## src/rtl/ro_seq_pkg.sv

```systemverilog
// Shared types and helpers for the ring-oscillator bank sequencer.
// Latency: n/a (types and constant functions only).
// Backpressure: n/a.
package ro_seq_pkg;

    typedef enum logic [2:0] {
        S_IDLE     = 3'd0,
        S_PICK     = 3'd1,
        S_CLEAR    = 3'd2,
        S_COLLECT  = 3'd3,
        S_READ     = 3'd4,
        S_WAIT_RES = 3'd5,
        S_DONE     = 3'd6
    } seq_state_t;

    // Width of a bank index for n banks (n >= 2).
    function automatic int bank_id_width(input int n);
        return $clog2(n);
    endfunction

endpackage

```

## src/rtl/rr_next_bank.sv

```systemverilog
// Round-robin search: next set mask bit strictly after prev, wrapping around.
// Latency: purely combinational.
// Backpressure: none.
// Ports: mask (candidate banks), prev (last served index),
//        next (chosen index), found (mask had at least one bit set).
module rr_next_bank #(
    parameter int N  = 4,
    parameter int BW = 2
) (
    input  logic [N-1:0]  mask,
    input  logic [BW-1:0] prev,
    output logic [BW-1:0] next,
    output logic          found
);

    always_comb begin
        next  = '0;
        found = 1'b0;
        // Offsets 1..N; offset N lands back on prev itself, so a single-bit
        // mask keeps selecting the same bank.
        for (int i = 1; i <= N; i++) begin
            int j;
            j = int'(prev) + i;
            if (j >= N) j = j - N;
            if (!found && mask[j]) begin
                found = 1'b1;
                next  = BW'(j);
            end
        end
    end

endmodule

```

## src/rtl/ro_bank_sequencer.sv

```systemverilog
// Round-robin sequencer sharing one measurement path across NUM_BANKS RO banks.
// Latency: per bank 1 PICK + 1 CLEAR + max(collect_cycles,1) + 1 READ + <=RES_TIMEOUT wait.
// Backpressure: fifo_almost_full stalls in PICK before a bank sequence starts.
// Ports: go/stop control; bank_mask/num_samples/collect_cycles latched on go;
//        res_valid/res_data from each bank's add tree; bank_* per-bank strobes;
//        fifo_wr_en/fifo_wr_data = {pad, sample_idx, bank_id, result};
//        busy/done status; err_timeout sticky until the next go.
// Optional: RO_SEQ_STALL_STATS_EN adds stall_cycles (saturating PICK stall count).
module ro_bank_sequencer
    import ro_seq_pkg::*;
#(
    parameter int NUM_BANKS    = 4,
    parameter int CYCLE_WIDTH  = 10,
    parameter int SAMPLE_WIDTH = 10,
    parameter int RESULT_WIDTH = 19,
    parameter int FIFO_WIDTH   = 32,
    parameter int RES_TIMEOUT  = 8
) (
    input  logic                                    clk,
    input  logic                                    rst,
    input  logic                                    go,
    input  logic                                    stop,
    input  logic [NUM_BANKS-1:0]                    bank_mask,
    input  logic [SAMPLE_WIDTH-1:0]                 num_samples,
    input  logic [CYCLE_WIDTH-1:0]                  collect_cycles,
    input  logic                                    fifo_almost_full,
    input  logic [NUM_BANKS-1:0]                    res_valid,
    input  logic [NUM_BANKS-1:0][RESULT_WIDTH-1:0]  res_data,
    output logic [NUM_BANKS-1:0]                    bank_tree_rst,
    output logic [NUM_BANKS-1:0]                    bank_roc_rst,
    output logic [NUM_BANKS-1:0]                    bank_roc_en,
    output logic [NUM_BANKS-1:0]                    bank_roc_valid,
    output logic                                    fifo_wr_en,
    output logic [FIFO_WIDTH-1:0]                   fifo_wr_data,
    output logic                                    busy,
    output logic                                    done,
    output logic                                    err_timeout
`ifdef RO_SEQ_STALL_STATS_EN
    ,
    output logic [15:0]                             stall_cycles
`endif
);

    localparam int BW = bank_id_width(NUM_BANKS);
    localparam int TW = $clog2(RES_TIMEOUT + 1);

    seq_state_t state, state_nxt;

    logic [NUM_BANKS-1:0]    mask_q;
    logic [SAMPLE_WIDTH-1:0] nsamp_q;
    logic [CYCLE_WIDTH-1:0]  ccyc_q;
    logic [CYCLE_WIDTH-1:0]  win_cnt;
    logic [TW-1:0]           to_cnt;
    logic [SAMPLE_WIDTH-1:0] sample_idx;
    logic [BW-1:0]           cur_bank;
    logic [BW-1:0]           nxt_bank;
    logic                    nxt_found;
    logic [NUM_BANKS-1:0]    cur_oh;
    logic                    is_last;
    logic [SAMPLE_WIDTH-1:0] samp_inc;
    logic                    run_state;

    logic ld_go, take_pick, ld_win, dec_win, clr_to, inc_to, adv, set_err, stall, wr;

    rr_next_bank #(.N(NUM_BANKS), .BW(BW)) u_rr (
        .mask  (mask_q),
        .prev  (cur_bank),
        .next  (nxt_bank),
        .found (nxt_found)
    );

    assign cur_oh    = NUM_BANKS'(1) << cur_bank;
    // No mask bits above cur_bank means this bank closes the current pass.
    assign is_last   = ((mask_q >> cur_bank) >> 1) == '0;
    assign samp_inc  = sample_idx + SAMPLE_WIDTH'(1);
    assign run_state = (state == S_PICK) || (state == S_CLEAR) || (state == S_COLLECT) ||
                       (state == S_READ) || (state == S_WAIT_RES);

    always_ff @(posedge clk or posedge rst) begin
        if (rst) state <= S_IDLE;
        else     state <= state_nxt;
    end

    always_comb begin
        state_nxt      = state;
        bank_tree_rst  = '0;
        bank_roc_rst   = '0;
        bank_roc_en    = '0;
        bank_roc_valid = '0;
        wr        = 1'b0;
        ld_go     = 1'b0;
        take_pick = 1'b0;
        ld_win    = 1'b0;
        dec_win   = 1'b0;
        clr_to    = 1'b0;
        inc_to    = 1'b0;
        adv       = 1'b0;
        set_err   = 1'b0;
        stall     = 1'b0;
        case (state)
            S_IDLE: begin
                if (go) begin
                    ld_go         = 1'b1;
                    bank_tree_rst = bank_mask;
                    state_nxt     = (bank_mask == '0 || num_samples == '0) ? S_DONE : S_PICK;
                end
            end
            S_PICK: begin
                if (fifo_almost_full) begin
                    stall = 1'b1;
                end else begin
                    take_pick = nxt_found;
                    state_nxt = S_CLEAR;
                end
            end
            S_CLEAR: begin
                bank_roc_rst = cur_oh;
                ld_win       = 1'b1;
                state_nxt    = S_COLLECT;
            end
            S_COLLECT: begin
                bank_roc_en = cur_oh;
                if (win_cnt <= CYCLE_WIDTH'(1)) state_nxt = S_READ;
                else                            dec_win   = 1'b1;
            end
            S_READ: begin
                bank_roc_valid = cur_oh;
                clr_to         = 1'b1;
                state_nxt      = S_WAIT_RES;
            end
            S_WAIT_RES: begin
                if (res_valid[cur_bank]) begin
                    wr  = 1'b1;
                    adv = 1'b1;
                end else if (to_cnt == TW'(RES_TIMEOUT - 1)) begin
                    set_err = 1'b1;
                    adv     = 1'b1;
                end else begin
                    inc_to = 1'b1;
                end
                if (adv) state_nxt = (is_last && samp_inc == nsamp_q) ? S_DONE : S_PICK;
            end
            S_DONE: begin
                if (!go) state_nxt = S_IDLE;
            end
            default: state_nxt = S_IDLE;
        endcase

        // Abort kills this cycle's strobes and side effects outright.
        if (stop && run_state) begin
            state_nxt      = S_DONE;
            bank_roc_rst   = '0;
            bank_roc_en    = '0;
            bank_roc_valid = '0;
            wr        = 1'b0;
            take_pick = 1'b0;
            ld_win    = 1'b0;
            dec_win   = 1'b0;
            clr_to    = 1'b0;
            inc_to    = 1'b0;
            adv       = 1'b0;
            set_err   = 1'b0;
            stall     = 1'b0;
        end
    end

    always_ff @(posedge clk or posedge rst) begin
        if (rst) begin
            mask_q      <= '0;
            nsamp_q     <= '0;
            ccyc_q      <= '0;
            win_cnt     <= '0;
            to_cnt      <= '0;
            sample_idx  <= '0;
            cur_bank    <= '0;
            err_timeout <= 1'b0;
        end else begin
            if (ld_go) begin
                mask_q      <= bank_mask;
                nsamp_q     <= num_samples;
                ccyc_q      <= collect_cycles;
                sample_idx  <= '0;
                err_timeout <= 1'b0;
                // Searching strictly after the top index wraps to bit 0 first.
                cur_bank    <= BW'(NUM_BANKS - 1);
            end
            if (take_pick) cur_bank <= nxt_bank;
            if (ld_win)    win_cnt  <= (ccyc_q == '0) ? CYCLE_WIDTH'(1) : ccyc_q;
            if (dec_win)   win_cnt  <= win_cnt - CYCLE_WIDTH'(1);
            if (clr_to)    to_cnt   <= '0;
            if (inc_to)    to_cnt   <= to_cnt + TW'(1);
            if (set_err)   err_timeout <= 1'b1;
            if (adv && is_last) sample_idx <= samp_inc;
        end
    end

`ifdef RO_SEQ_STALL_STATS_EN
    always_ff @(posedge clk or posedge rst) begin
        if (rst)                                   stall_cycles <= '0;
        else if (ld_go)                            stall_cycles <= '0;
        else if (stall && stall_cycles != 16'hFFFF) stall_cycles <= stall_cycles + 16'd1;
    end
`endif

    assign fifo_wr_en   = wr;
    assign fifo_wr_data = wr ? FIFO_WIDTH'({sample_idx, cur_bank, res_data[cur_bank]}) : '0;
    assign busy         = run_state;
    assign done         = (state == S_DONE);

endmodule
```

## config.mk

```make
export PLATFORM = sky130hd
export DESIGN_NAME = ro_bank_sequencer
export DESIGN_NICKNAME = d
export VERILOG_FILES = /design/src/rtl/ro_seq_pkg.sv /design/src/rtl/rr_next_bank.sv /design/src/rtl/ro_bank_sequencer.sv
export SDC_FILE = /design/constraint.sdc
export NUM_CORES = 1
export LEC_CHECK = 0
export CAP_MARGIN = 5
export CORE_MARGIN = 2
export CORE_UTILIZATION = 44
export CTS_CLUSTER_DIAMETER = 150
export DETAILED_ROUTE_END_ITERATION = 12
export PLACE_DENSITY_LB_ADDON = 0.12
export SYNTH_ARGS = -nofsm -noshare
export SYNTH_HDL_FRONTEND = slang
export SYNTH_HIERARCHICAL = 1
export SYNTH_SLANG_ARGS = --single-unit
```

## constraint.sdc

```tcl
create_clock -name clk -period 2.7 [get_ports clk]
set_clock_uncertainty 0.1 [all_clocks]
set_input_delay 0.54 -clock clk [delete_from_list [all_inputs] [get_ports clk]]
set_output_delay 0.54 -clock clk [all_outputs]
set_load 0.01 [all_outputs]
```

* Word-level counts from Yosys, hierarchy flattened *
Cells that the tools add are included.

cells by class
  equality and inequality tests = 13
  $lt $le $gt $ge = 10
  multiplexer cells = 84
  add/subtract/negate cells = 11
  reduce and logical (&&, ||, !) cells = 25
  shift operators = 2

operator list
  operator                 number
  $ge A32 B4 Y1 const B    4
  $lt A32 B4 Y1 const B    4
  $mux W32                 4
  $sub A32 B4 Y32 const B  4
  $mux W10                 5
  $mux W1                  42
  $mux W4                  10
  $bmux W19 S2             1
  $mux W31                 1
  $mux W3                  8
  $pmux W3 S7              1
  $logic_not A10 Y1        2
  $mux W19                 1
  $mux W2                  6
  $add A10 B1 Y10 const B  1
  $bmux W1 S2              5
  $eq A10 B10 Y1           1
  $le A10 B1 Y1 const B    1
  $reduce_bool A2 Y1       5
  $sub A10 B1 Y10 const B  1
  $eq A3 B3 Y1 const B     3
  $logic_not A4 Y1         2
  $add A2 B2 Y3 const B    2
  $eq A3 B2 Y1 const B     2
  other kinds (16)         29

storage, ports and cells
  output and inout port bits = 52
  word-level logic and storage cells = 154
  flip-flop bits (word level) = 54

* Depth between registers and ports, before layout *
  depth in word-level cells = 20
  mapped depth = 10
  depth with buffers taken out = 9

* By module *
Netlist, hierarchy kept.

modules (own cells, without submodules)
  module             times used  area an instance (um2)  cells each  seq. area each (um2)
  ro_bank_sequencer  1           3771.1                  433         1351.3
  rr_next_bank       1           91.3                    14          0.0

* Worst setup path before layout *
No wires, ideal clock.

  kind = register to output
  start point = reg cur_bank[0]
  end point = out fifo_wr_data[10]
  setup slack = 0.129 ns
  data arrival time = 1.931 ns
  cell stages (with the launch flop) = 5
  path buffers = 2
  cells stage by stage = dfrtp_1 -> buf_1 -> buf_2 -> mux4_2 -> nor2b_1

on the way
  word-level cells in the longest chain between the ends = 6

ends and longest elaborated chain
  what                           line                      text
  start, declared                ro_bank_sequencer.sv:55   logic [BW-1:0] cur_bank;
  start signal, assigned         ro_bank_sequencer.sv:185  cur_bank <= BW'(NUM_BANKS - 1);
  start signal, assigned         ro_bank_sequencer.sv:187  if (take_pick) cur_bank <= nxt_bank;
  $bmux W1 S2                    ro_bank_sequencer.sv:132  if (res_valid[cur_bank]) begin
  $mux W1 (not written as such)  ro_bank_sequencer.sv:132
  $mux W1                        ro_bank_sequencer.sv:132
  $mux W1                        ro_bank_sequencer.sv:100  case (state)
  $mux W1                        ro_bank_sequencer.sv:150  if (stop && run_state) begin
  $mux W31 *                     ro_bank_sequencer.sv:206  assign fifo_wr_data = wr ? FIFO_WIDTH'({sample_idx, cur_bank, res_data[cur_bank]}) : '0;
  end, declared                  ro_bank_sequencer.sv:34   output logic [FIFO_WIDTH-1:0] fifo_wr_data,

Mark *: on every way between the ends. The rest lies on a longest branch, timed or not. The select of a mux whose other input is x is not followed.

* Final worst setup path *
  start point = reg cur_bank[0]
  end point = out fifo_wr_data[26]

on the way
  word-level cells in the longest chain between the ends = 6

ends and longest elaborated chain
  what                           line
  $bmux W1 S2                    ro_bank_sequencer.sv:132
  $mux W1 (not written as such)  ro_bank_sequencer.sv:132
  $mux W1                        ro_bank_sequencer.sv:132
  $mux W1                        ro_bank_sequencer.sv:100
  $mux W1                        ro_bank_sequencer.sv:150
  $mux W31                       ro_bank_sequencer.sv:206

No other way between the ends. The select of a mux whose other input is x is not followed.

==> metrics.md <==
| Metric | Value |
|---|---|
| Hold WC Path Type | reg -> reg |
| CP Class | reg -> out |
| Number of synthesized flops with an enable pin | 0 |
| Row count | 34 |
| Mapped Avg Cell Area | 8.64 um^2 |
| Failing checks | negative setup slack |
| Pwr dens | 722 mW/mm^2 |
| Period utilization | 101% |
| Met2 wire len | 6.55 mm |
| Port buffer count | 159 |
| Nets | 747 |
| CTS Hold Bufs | 0 |
| FFs w/ async S/R, synth | 100% |
| Final WS setup | -0.0152 ns |
| Number of placed instances with taps included | 722 |
| Worst Reg-to-Reg Cells | 8 |
| Outcome | complete, but fails checks |
| Setup crit start | cur_bank[0]$_DFFE_PP0P_ |
| Tot Pwr | 4.35 mW |
| Static Leak | approximately 2.7 nW |
| Clock Path Buffers | 2 |
| CTS sink count | 54 |
| Area grow syn2layout | 56.0% |
| Vias in the first global route | between 4000 and 5000 |
| Pin count of the biggest net entering global routing | 34 |
| Post-Route WL | 12.9 mm |
| Actual slew at the worst max-slew pin | 0.602 ns |
| Clk_lat worst skew | 0.31 ns |
| Non-Filler Instances | 743 |
| Post-layout min period | 2.72 ns |
| Iter 0 DRT Violations | 214 |
| Clock tree from TritonCTS | built |
| Worst path required time | 2.06 ns |
| Initial antenna violation count | 0 |
| RR Startpoint | win_cnt[3]$_DFFE_PP0P_ |
| #FFs+latches synth | 54 |
| Hold path depth | 2 |
| Share of the synthesized area in the top cell type | 35.0% |
| Max-slew headroom | 59.3% |
| WL/cell | 17.4 um |
| Startpoint types | flop |
| Sequential share of the synthesized area | 35.0% |
| Die Y-Extent | ~98 um |
| Met1 WL | 5.25 mm |
| Initial core utilization | about 45% |
| Setup Viol. Count Final | 2 |
| Main synth FF type | dfrtp_1 |
| ANT nets after route | 0 |
| Max-cap violations | 0 |
| GRT overflow | 0 |
| Worst VDD drop | 0.000405 V |
| Gate Count Post-Synth | between 400 and 500 |
| Yosys top cell by area | dfrtp_1 |
| Vias per cell | 5.57 |
| DR vias | 4136 |
| Syn. warnings | 6 |
| Die footprint | 0.00954 mm^2 |
| Worst Path Max Fanout | 4 |
| First-pass iteration count of the detailed router | 4 |
| Drt drc | 0 |
| Routed wl met3 | 851 um |
| Global-route wire length before repair | 21.1 mm |
| Routability cong. | 0.926 |
| Placeable Area | 0.00864 mm^2 |
| Slew Viols, Final | 0 |
| Final Hold Viols | 0 |
| Die W | 97.7 um |
| Clock-pin transition on the worst setup and hold timing paths | 0.10 ns |
| Hold_sp | ccyc_q[0]$_DFFE_PP0P_ |
| Root Buffer Master | clkbuf_8 |
| Hpwl dp | between 9 and 10 mm |
| F_max | 368 MHz |
| Net Count, Synth | 560 |
| CTS H-tree lvls | 2 |
| Critical path capture point type | output port |
| Io pins | about 160 |
| RSZ-0062 raised after global routing | yes |
| Num CTS Buffers | 5 |
| Highest routed layer | met4 |
| Library cells used by synthesis | 60 |
| Arrival time worst endpoint | 2.08 ns |
| Share of cells above drive strength 1 | 21.6% |
| Mapped Area | 0.00386 mm^2 |
| GRT Total Usage | 27.5% |
| Top cells by area, synth | dfrtp_1 35%, mux4_2 12%, nand2_1 8.2% |
| # diodes | 0 |
layout make-up:
class | count | area, um^2
multi-input cells | 350 | 2390
fillers | 715 | 2610
inverters | 16 | 65.1
clock buffers | 5 | 68.8
well taps | 108 | 135
clock inverters | 3 | 68.8
flip-flops and latches | 54 | 1350
repair buffers | 206 | 1940
repair inverters | 1 | 7.51
synthesized netlist by cell type, types with 2 or more instances:
library cell / n
or4_1: 2
o31ai_1: 6
o211ai_1: 5
a211o_1: 2
buf_2: 10
nand3b_1: 3
o41ai_1: 2
nor4b_1: 2
o311ai_0: 4
dfrtp_1: 54
nor4_1: 4
inv_1: 16
ha_1: 4
nand2b_1: 9
o21ai_1: 3
xor2_1: 3
a21o_1: 7
clkbuf_1: 15
o21a_1: 2
nor2b_1: 22
a21oi_1: 10
nor3_1: 15
a211o_2: 2
mux2i_1: 2
a31oi_1: 6
a211oi_1: 2
and2_1: 15
xnor2_1: 7
o21ai_0: 24
nand2_1: 84
nand3_1: 14
mux4_2: 20
nor2_1: 42
nand4_1: 3
kinds of logic (layout without fill, tap and decap cells):
kind of cell | count (synthesis) | after routing | share of synthesized area, %
AOI/OAI and AO/OA | 88 | 88 | 16.3
xor gates and xnor gates | 10 | 10 | 2.27
adders and majority gates | 4 | 4 | 1.30
buffers and inverters | 43 | 231 | 4.60
DFF | 54 | 54 | 35.0
muxes | 22 | 22 | 12.2
other | 1 | 1 | 0.0971
and+or+nand+nor | 225 | 225 | 28.3
power by group:
group / switching [mW] / internal, mW / total [mW] / leakage [nW]
clock: 0.277 / 0.372 / 0.648 / 0.0683
combinational: 1.04 / 1.25 / 2.29 / 1.96
sequential: 0.316 / 1.09 / 1.41 / 0.685
total: 1.63 / 2.72 / 4.35 / 2.71
layer usage:
metal / GRT usage [%] / up-vias
met2: 48.9 / 188
met5: 0 / -
met3: 4.68 / 20
li1: - / 1956
met1: 34.7 / 1972
met4: 7.16 / 0
flip-flops by register name, summed over array words and instances, names as in the netlist:
register     count
err_timeout      1
sample_idx      10
ccyc_q          10
nsamp_q         10
cur_bank         2
mask_q           4
win_cnt         10
to_cnt           4
state            3
timing repair:
item | in CTS | in global routing
endpoints found under the setup margin | 49 | 37
gates cloned | 5 | 0
setup buffers | 8 | 3
hold endpoints to repair | 0 | 0
gates resized for setup | 148 | 20
pin swaps | 3 | 1
worst max-delay path, cell delays in order, from the launching register on:
cell and delay [ns]:
dfrtp_1 0.42, mux4_2 0.55, nand4_1 0.15, buf_4 0.16, clkinvlp_4 0.09, buf_6 0.13, and2_4 0.15, buf_6 0.11
per-stage QoR:
stage                     hold slack, ns  instance area [um^2]  setup slack, ns  TNS (ns)  utilization [%]
after floorplan                    0.346                  3860            0.129         0                -
after global placement             0.375                  5780           -0.417    -11.70             66.9
after detailed placement           0.373                  5780           -0.459    -12.55             66.9
after CTS                          0.398                  6050          -0.0201   -0.0451             70.1
after global routing               0.420                  6030          -0.0982    -0.424             69.8
final                              0.397                  6030          -0.0152   -0.0284             69.8
final timing paths:
kind	end	slack, ns
max in group asynchronous	nsamp_q[4]$_DFFE_PP0P_	1.47
min	ccyc_q[0]$_DFFE_PP0P_	0.40
max	fifo_wr_data[26]	-0.02
max reg2reg	state[1]$_DFFE_PP0P_	0.15
min in group asynchronous	mask_q[0]$_DFFE_PP0P_	0.47
min reg2reg	ccyc_q[0]$_DFFE_PP0P_	0.40
placed cells by master (no fill, tap or decap), drive strengths merged, types with 6 or more instances in the layout:
cell / n
a21o: 7
a21oi: 11
a31oi: 7
and2: 15
buf: 70
clkbuf: 11
clkdlybuf4s50: 111
dfrtp: 54
dlygate4sd2: 12
inv: 16
mux4: 20
nand2: 84
nand2b: 9
nand3: 14
nor2: 42
nor2b: 22
nor3: 17
o21ai: 27
o31ai: 6
xnor2: 7
Power figures use the tool's default switching activity.
